$ cat config.mk
export PLATFORM = sky130hd
export DESIGN_NAME = pll_reset_sequencer
export DESIGN_NICKNAME = d
export VERILOG_FILES = /design/src/rtl/pll_reset_sequencer_pkg.sv /design/src/rtl/pll_reset_sequencer_sync_chain.sv /design/src/rtl/pll_reset_sequencer.sv
export SDC_FILE = /design/constraint.sdc
export NUM_CORES = 1
export LEC_CHECK = 0
export CAP_MARGIN = 20
export CORE_UTILIZATION = 55
export CTS_CLUSTER_SIZE = 12
export DETAILED_ROUTE_END_ITERATION = 12
export HOLD_SLACK_MARGIN = 0.08
export PLACE_DENSITY = 0.78
export SKIP_CTS_REPAIR_TIMING = 1
export SYNTH_ARGS = -nofsm -noshare
export SYNTH_HDL_FRONTEND = slang
export SYNTH_SLANG_ARGS = --single-unit
export TNS_END_PERCENT = 20
$ cat constraint.sdc
create_clock -name clock_in -period 4.4 [get_ports clock_in]
set_input_delay 1.1 -clock clock_in [delete_from_list [all_inputs] [get_ports clock_in]]
set_output_delay 1.1 -clock clock_in [all_outputs]
set_load 0.02 [all_outputs]
$ cat src/rtl/pll_reset_sequencer_pkg.sv
// Shared state encoding and counter sizing for the PLL reset sequencer.
// Latency: n/a (types and constants only). Backpressure: n/a.
package pll_reset_sequencer_pkg;

  typedef enum logic [1:0] {
    ST_WAIT   = 2'd0,
    ST_STABLE = 2'd1,
    ST_RUN    = 2'd2,
    ST_PLLRST = 2'd3
  } state_t;

  // One counter width wide enough for the stability, timeout and pulse counts.
  function automatic int cnt_width(input int stable_cycles,
                                   input int timeout_cycles,
                                   input int pll_reset_cycles);
    int w;
    w = $clog2(stable_cycles + 1);
    if ($clog2(timeout_cycles + 1) > w) w = $clog2(timeout_cycles + 1);
    if ($clog2(pll_reset_cycles + 1) > w) w = $clog2(pll_reset_cycles + 1);
    return (w < 1) ? 1 : w;
  endfunction

  localparam int DEF_CNT_W = cnt_width(1024, 120000, 16);

endpackage

$ cat src/rtl/pll_reset_sequencer_sync_chain.sv
// Multi-flop synchronizer for a single asynchronous level, clears to 0 on reset.
// Latency: STAGES clock edges. Backpressure: none, free-running level path.
module sync_chain #(
  parameter int STAGES = 2
) (
  input  logic clk,
  input  logic rst_n,
  input  logic d,
  output logic q
);

  logic [STAGES-1:0] ff;

  always_ff @(posedge clk or negedge rst_n) begin
    if (!rst_n) begin
      ff <= '0;
    end else begin
      ff <= {ff[STAGES-2:0], d};
    end
  end

  assign q = ff[STAGES-1];

endmodule

$ cat src/rtl/pll_reset_sequencer.sv
// Turns the PLL lock flag into a clean core reset and tracks lock-loss statistics.
// Latency: release SYNC_STAGES+STABLE_CYCLES edges after lock, loss SYNC_STAGES+1. Backpressure: none.
// Watchdog/PLL re-reset retry is built only with PLL_RESET_SEQUENCER_WATCHDOG_EN defined.
module pll_reset_sequencer
  import pll_reset_sequencer_pkg::*;
#(
  parameter int SYNC_STAGES      = 2,
  parameter int STABLE_CYCLES    = 1024,
  parameter int CNT_WIDTH        = 8,
  parameter int TIMEOUT_CYCLES   = 120000,
  parameter int PLL_RESET_CYCLES = 16
) (
  input  logic                 clock_in,
  input  logic                 reset_n,
  input  logic                 locked,
  input  logic                 clear_stats,
  output logic                 sys_reset_n,
  output logic                 ready,
  output logic                 lock_lost,
  output logic [CNT_WIDTH-1:0] lost_count,
  output logic                 pll_resetb
);

  localparam int            CW          = cnt_width(STABLE_CYCLES, TIMEOUT_CYCLES, PLL_RESET_CYCLES);
  localparam logic [CW-1:0] STABLE_LAST = CW'(STABLE_CYCLES - 1);

  logic          lock_s;
  logic          run_loss;
  state_t        state_q, state_d;
  logic [CW-1:0] stab_q, stab_d;

  sync_chain #(
    .STAGES(SYNC_STAGES)
  ) u_lock_sync (
    .clk  (clock_in),
    .rst_n(reset_n),
    .d    (locked),
    .q    (lock_s)
  );

`ifdef PLL_RESET_SEQUENCER_WATCHDOG_EN
  localparam logic [CW-1:0] TMO_LAST = CW'(TIMEOUT_CYCLES - 1);
  localparam logic [CW-1:0] PLS_LAST = CW'(PLL_RESET_CYCLES - 1);

  logic [CW-1:0] tmo_q, tmo_d;
  logic [CW-1:0] pls_q, pls_d;
`endif

  always_comb begin
    state_d = state_q;
    stab_d  = stab_q;
    case (state_q)
      ST_WAIT: begin
        stab_d = '0;
        if (lock_s) begin
          // The WAIT cycle that first sees lock already counts toward stability.
          if (STABLE_CYCLES == 1) begin
            state_d = ST_RUN;
          end else begin
            state_d = ST_STABLE;
            stab_d  = CW'(1);
          end
        end
      end
      ST_STABLE: begin
        if (!lock_s) begin
          state_d = ST_WAIT;
          stab_d  = '0;
        end else if (stab_q == STABLE_LAST) begin
          state_d = ST_RUN;
          stab_d  = '0;
        end else begin
          stab_d = stab_q + CW'(1);
        end
      end
      ST_RUN: begin
        stab_d = '0;
        if (!lock_s) state_d = ST_WAIT;
      end
      default: begin
        state_d = ST_WAIT;
        stab_d  = '0;
      end
    endcase

`ifdef PLL_RESET_SEQUENCER_WATCHDOG_EN
    tmo_d = '0;
    pls_d = '0;
    if (state_q == ST_WAIT || state_q == ST_STABLE) begin
      // Timeout wins over a same-cycle transition into RUN.
      if (tmo_q == TMO_LAST) begin
        state_d = ST_PLLRST;
        stab_d  = '0;
      end else if (state_d != ST_RUN) begin
        tmo_d = tmo_q + CW'(1);
      end
    end else if (state_q == ST_PLLRST) begin
      if (pls_q == PLS_LAST) begin
        state_d = ST_WAIT;
      end else begin
        pls_d = pls_q + CW'(1);
      end
    end
`endif
  end

  always_ff @(posedge clock_in or negedge reset_n) begin
    if (!reset_n) begin
      state_q     <= ST_WAIT;
      stab_q      <= '0;
      sys_reset_n <= 1'b0;
      ready       <= 1'b0;
    end else begin
      state_q     <= state_d;
      stab_q      <= stab_d;
      sys_reset_n <= (state_d == ST_RUN);
      ready       <= (state_d == ST_RUN);
    end
  end

`ifdef PLL_RESET_SEQUENCER_WATCHDOG_EN
  always_ff @(posedge clock_in or negedge reset_n) begin
    if (!reset_n) begin
      tmo_q      <= '0;
      pls_q      <= '0;
      pll_resetb <= 1'b1;
    end else begin
      tmo_q      <= tmo_d;
      pls_q      <= pls_d;
      pll_resetb <= (state_d != ST_PLLRST);
    end
  end
`else
  assign pll_resetb = 1'b1;
`endif

  assign run_loss = (state_q == ST_RUN) && !lock_s;

  // A loss on the same edge as clear_stats is recorded on top of the clear.
  always_ff @(posedge clock_in or negedge reset_n) begin
    if (!reset_n) begin
      lock_lost  <= 1'b0;
      lost_count <= '0;
    end else if (run_loss) begin
      lock_lost  <= 1'b1;
      if (clear_stats) begin
        lost_count <= CNT_WIDTH'(1);
      end else if (!(&lost_count)) begin
        lost_count <= lost_count + CNT_WIDTH'(1);
      end
    end else if (clear_stats) begin
      lock_lost  <= 1'b0;
      lost_count <= '0;
    end
  end

endmodule
After elaboration in Yosys (flattened, before gate mapping)
Cells that the tools add are included.

Memory bits (writable): 0. Memories: 0. Output and inout bits: 12. Logic and storage cells: 34. Bits in latches: 0. Input bits: 4. ROM bits: 0. Register bits after elaboration: 31.

Bitwise logic cells: 0. Equality and inequality tests: 5. Divide/modulo/power cells: 0. Reduce and logical (&&, ||, !) cells: 6. Multiplexer cells: 15. Add/sub/neg operators: 2. Shifts and indexed selects: 0. Multiply operators: 0. $lt $le $gt $ge: 0.

Operator list (number): $mux 17 (2); $pmux 17 s2 (1); $mux 8 (4); $add 17x1->17 const B (1); $eq 17x10->1 const B (1); $add 8x1->8 const B (1); $mux 2 (4); $reduce_and 8->1 (1); $pmux 2 s3 (1); $eq 2x2->1 const B (2); $mux 1 (3); $eq 2x1->1 const B (1); $logic_not 2->1 (1); $ne 2x2->1 const B (1); $reduce_and 2->1 (1); $reduce_bool 2->1 (1); $logic_and 1x1->1 (1); $logic_not 1->1 (1).

Longest topological paths before layout
Depth after elaboration: 5. Gate-level depth with buffers: 5. Mapped depth without buffers: 5.

Hierarchy
A second synthesis with hierarchy kept.

Cells, all modules: 145. Area total of the unflattened synthesis: 1503.9 um^2.

By module, submodules not included: pll_reset_sequencer (cells an instance 143, times used 1, sequential area each 725.7 um^2, area each 1453.9 um^2); sync_chain (cells an instance 2, times used 1, sequential area each 50.0 um^2, area each 50.0 um^2).

Worst setup path after synthesis
Ideal clock, no wire load.

Path kind: register to output. Start point: register ready (netlist name). End point: output sys_reset_n. Cell stages (with the launch flop): 2. Path buffers: 1. Arrival time: 613 ps. Slack: 2687 ps. Data required time: 3300 ps. Cells stage by stage: dfrtp_1 > buf_4.

RTL lines: end: declaration (RTL line pll_reset_sequencer.sv:17) `output logic sys_reset_n,`.

Worst setup path after layout
Start point: register lost_count[5]. End point: output lost_count[5].

RTL lines: start: declaration (RTL line pll_reset_sequencer.sv:20) `output logic [CNT_WIDTH-1:0] lost_count,`; start signal: assignment (RTL line pll_reset_sequencer.sv:149) `lost_count <= lost_count + CNT_WIDTH'(1);`.

No word-level cell between the ends.

==> out/results.tsv <==
metric	value	unit
outcome	finished clean	
area.growth.synth_to_final	16.2	%
cts_tree	done	
ys_ff_latch	31	
first_global_vias	1089	
detailedRoute.firstPassIterationCount	5	
power.leakage	0.707	nW
routed-via-count	1170	
slew_headroom	0.544	
drt_drc_violations_left	0	
drt-wirelength-per-cell	14.2	um
die_width	54.9	um
timing.critical_path.arrival	1.45	ns
max-vdd-ir-drop	0.000371	V
cts_buffers	5	
achievable-frequency	0.392	GHz
core_region_area	2570	sq um
buffers_on_ports	14	
crit_path_cell_trace	clkdlybuf4s50_1	
vias_per_std_cell	5.94	
timing.critical_path.slowest_stage_cell	sky130_fd_sc_hd__clkdlybuf4s50_1	
maxCapViolations	0	
cts-htree-levels	2	
final.hold.worst_slack	0.367	ns
cpLargestDelayFamily	buffers and inverters	
timing.critical_path.depth	1	
worstSetupPathType	flop to primary output	
post_synth_edffs	0	
area_occupied_by_multi_input_gates	709	sq um
post_synth.cell_area_avg	10.3	sq um
antenna_violating_nets_post_route	0	
die_y	54.9	um
placed_cells_incl_taps	189	
post-route-min-period	2.55	ns
critical_path_peak_fanout	5	
fin_tns_setup	0	ns
drive_gt1_frac	0.0659	
critPathMaxStageDelay	0.64	ns
drv_slew	0	
clock_sinks	31	
global_route_wire_length_before_repair	4670	um
synth_top_flop_cell	sky130_fd_sc_hd__dfrtp_1	
ys.warnings.count	0	
root_buffer	sky130_fd_sc_hd__clkbuf_4	
ys_types	32	
synth_seq_area_share	0.504	
postSynth.asyncResetShare	1.00	
floorplan.die_area	3010	sq um
grt.total_usage	0.229	
worst_clock_skew	0.0128	ns
dp.final_hpwl	1970	um
crit_path_end_kind	primary output	
synth_cells	149	
fillerInstances	201	
post-place-ws	2.22	ns
starting_density	0.599	
boundaryPins	16	
tightest_slew	0.681	ns
timing.critical_path.buf_inv	1	
worst_setup_hold_path_clk_slew	0.10	ns
grt_antenna_before_repair	0	
postLayoutSetupSlackWorst	1.85	ns
finalNetCount	172	
drt_iter0_markers	16	
power.density_cell_area	326	nW/um^2
min_path_cells	0	
clkLatencyLatePin	0.34	ns
layout.area.seq	776	sq um
antenna_cells	0	
start_kind	flop	
timing.final.hold_violations	0	
instances_no_fill	197	
finalSetupViolCount	0	
worst-endpoint-required	3.30	ns
grt_max_degree	32	
worst-r2r-cell-count	4	
hold_class	flop to flop	
grt_remaining_overflow	0	
floorplan.rows	18	
postSynthNetCount	155	
synth_area	1540	sq um
min_period_over_period	0.580	
gp_routability_congestion	0.796	
wl	2810	um
cts_max_path_buffers	2	
grt_setup_unrepaired	no	
## cells in the final DEF (no fill, tap or decap), drive strengths merged, types with 3 or more instances in the layout
cell type / count
dfrtp: 31
nor2: 24
clkdlybuf4s50: 14
xnor2: 11
nand3: 10
nor4: 8
nand2: 7
xor2: 7
nand4: 6
clkbuf: 6
a21oi: 5
inv: 4
and4: 3
nor3: 3
o21ai: 3
a211oi: 3
## report_power, final
| group | leakage (nW) | total [mW] | switching, mW | internal (mW) |
|---|---|---|---|---|
| logic | 0.231 | 0.0188 | 0.0129 | 0.00590 |
| registers | 0.424 | 0.290 | 0.00315 | 0.287 |
| clock network | 0.0525 | 0.274 | 0.0967 | 0.177 |
## cells in the mapped netlist, types with 4 or more instances
| cell | count | area, sq um |
|---|---|---|
| sky130_fd_sc_hd__dfrtp_1 | 31 | 776 |
| sky130_fd_sc_hd__nor2_1 | 24 | 90.1 |
| sky130_fd_sc_hd__xnor2_1 | 11 | 96.3 |
| sky130_fd_sc_hd__nand3_1 | 10 | 50.1 |
| sky130_fd_sc_hd__nand2_1 | 7 | 26.3 |
| sky130_fd_sc_hd__nor4_1 | 7 | 43.8 |
| sky130_fd_sc_hd__xor2_1 | 7 | 61.3 |
| sky130_fd_sc_hd__nand4_1 | 6 | 37.5 |
| sky130_fd_sc_hd__a21oi_1 | 5 | 25.0 |
| sky130_fd_sc_hd__inv_1 | 4 | 15.0 |
## layer usage
layer | vias up | wire length, um | track usage
li1 | 561 | - | -
met1 | 571 | 1360 | 0.271
met2 | 28 | 1280 | 0.365
met3 | 10 | 106 | 0.0750
met4 | 0 | 64 | 0.124
met5 | - | 0 | 0
## layout make-up
| type | count | share of cell area |
|---|---|---|
| Sequential cell | 31 | 0.434 |
| Clock inverter | 2 | 0.0336 |
| Tap cell | 30 | 0.0210 |
| Inverter | 4 | 0.00840 |
| Multi-Input combinational cell | 109 | 0.397 |
| Timing Repair Buffer | 15 | 0.0826 |
| Clock buffer | 6 | 0.0231 |
## cell families (layout without fill, tap and decap cells)
kind of cell	count (synthesis)	in the layout	share of synthesized area
AND/OR/NAND/NOR	69	69	0.237
flip-flops	31	31	0.504
XOR/XNOR	18	18	0.103
AO/OA/AOI/OAI	17	17	0.0903
buffers and inverters	9	27	0.0342
adder cells (fa/ha/maj)	2	2	0.0163
multiplexers	2	2	0.0130
other	1	1	0.00244
## state kept, by name, indices dropped and copies added, names as in the netlist
signal and count:
stab_q 17, lost_count 8, state_q 2, u_lock_sync.ff 2, lock_lost 1, ready 1
## per-stage QoR
step	area, sq um	utilization	power [mW]
5_1_grt	1790	0.696	0.602
6_report	1790	0.696	0.583
4_1_cts	1790	0.696	0.587
3_3_place_gp	1690	0.656	0.315
2_1_floorplan	1540	-	0.305
3_5_place_dp	1690	0.656	0.315
## path summary, 6_finish.rpt
path	start	endpoint	slack (ns)
setup / recovery	lost_count[5]$_DFFE_PN0P_	lost_count[5]	1.85
hold / removal	u_lock_sync.ff[0]$_DFF_PN0_	u_lock_sync.ff[1]$_DFF_PN0_	0.37
setup reg to reg	stab_q[0]$_DFF_PN0_	stab_q[15]$_DFF_PN0_	2.49
hold reg to reg	u_lock_sync.ff[0]$_DFF_PN0_	u_lock_sync.ff[1]$_DFF_PN0_	0.37
max in group asynchronous	reset_n	stab_q[16]$_DFF_PN0_	2.96
min in group asynchronous	reset_n	lock_lost$_DFFE_PN0P_	1.14
Power figures use the tool's default switching activity.
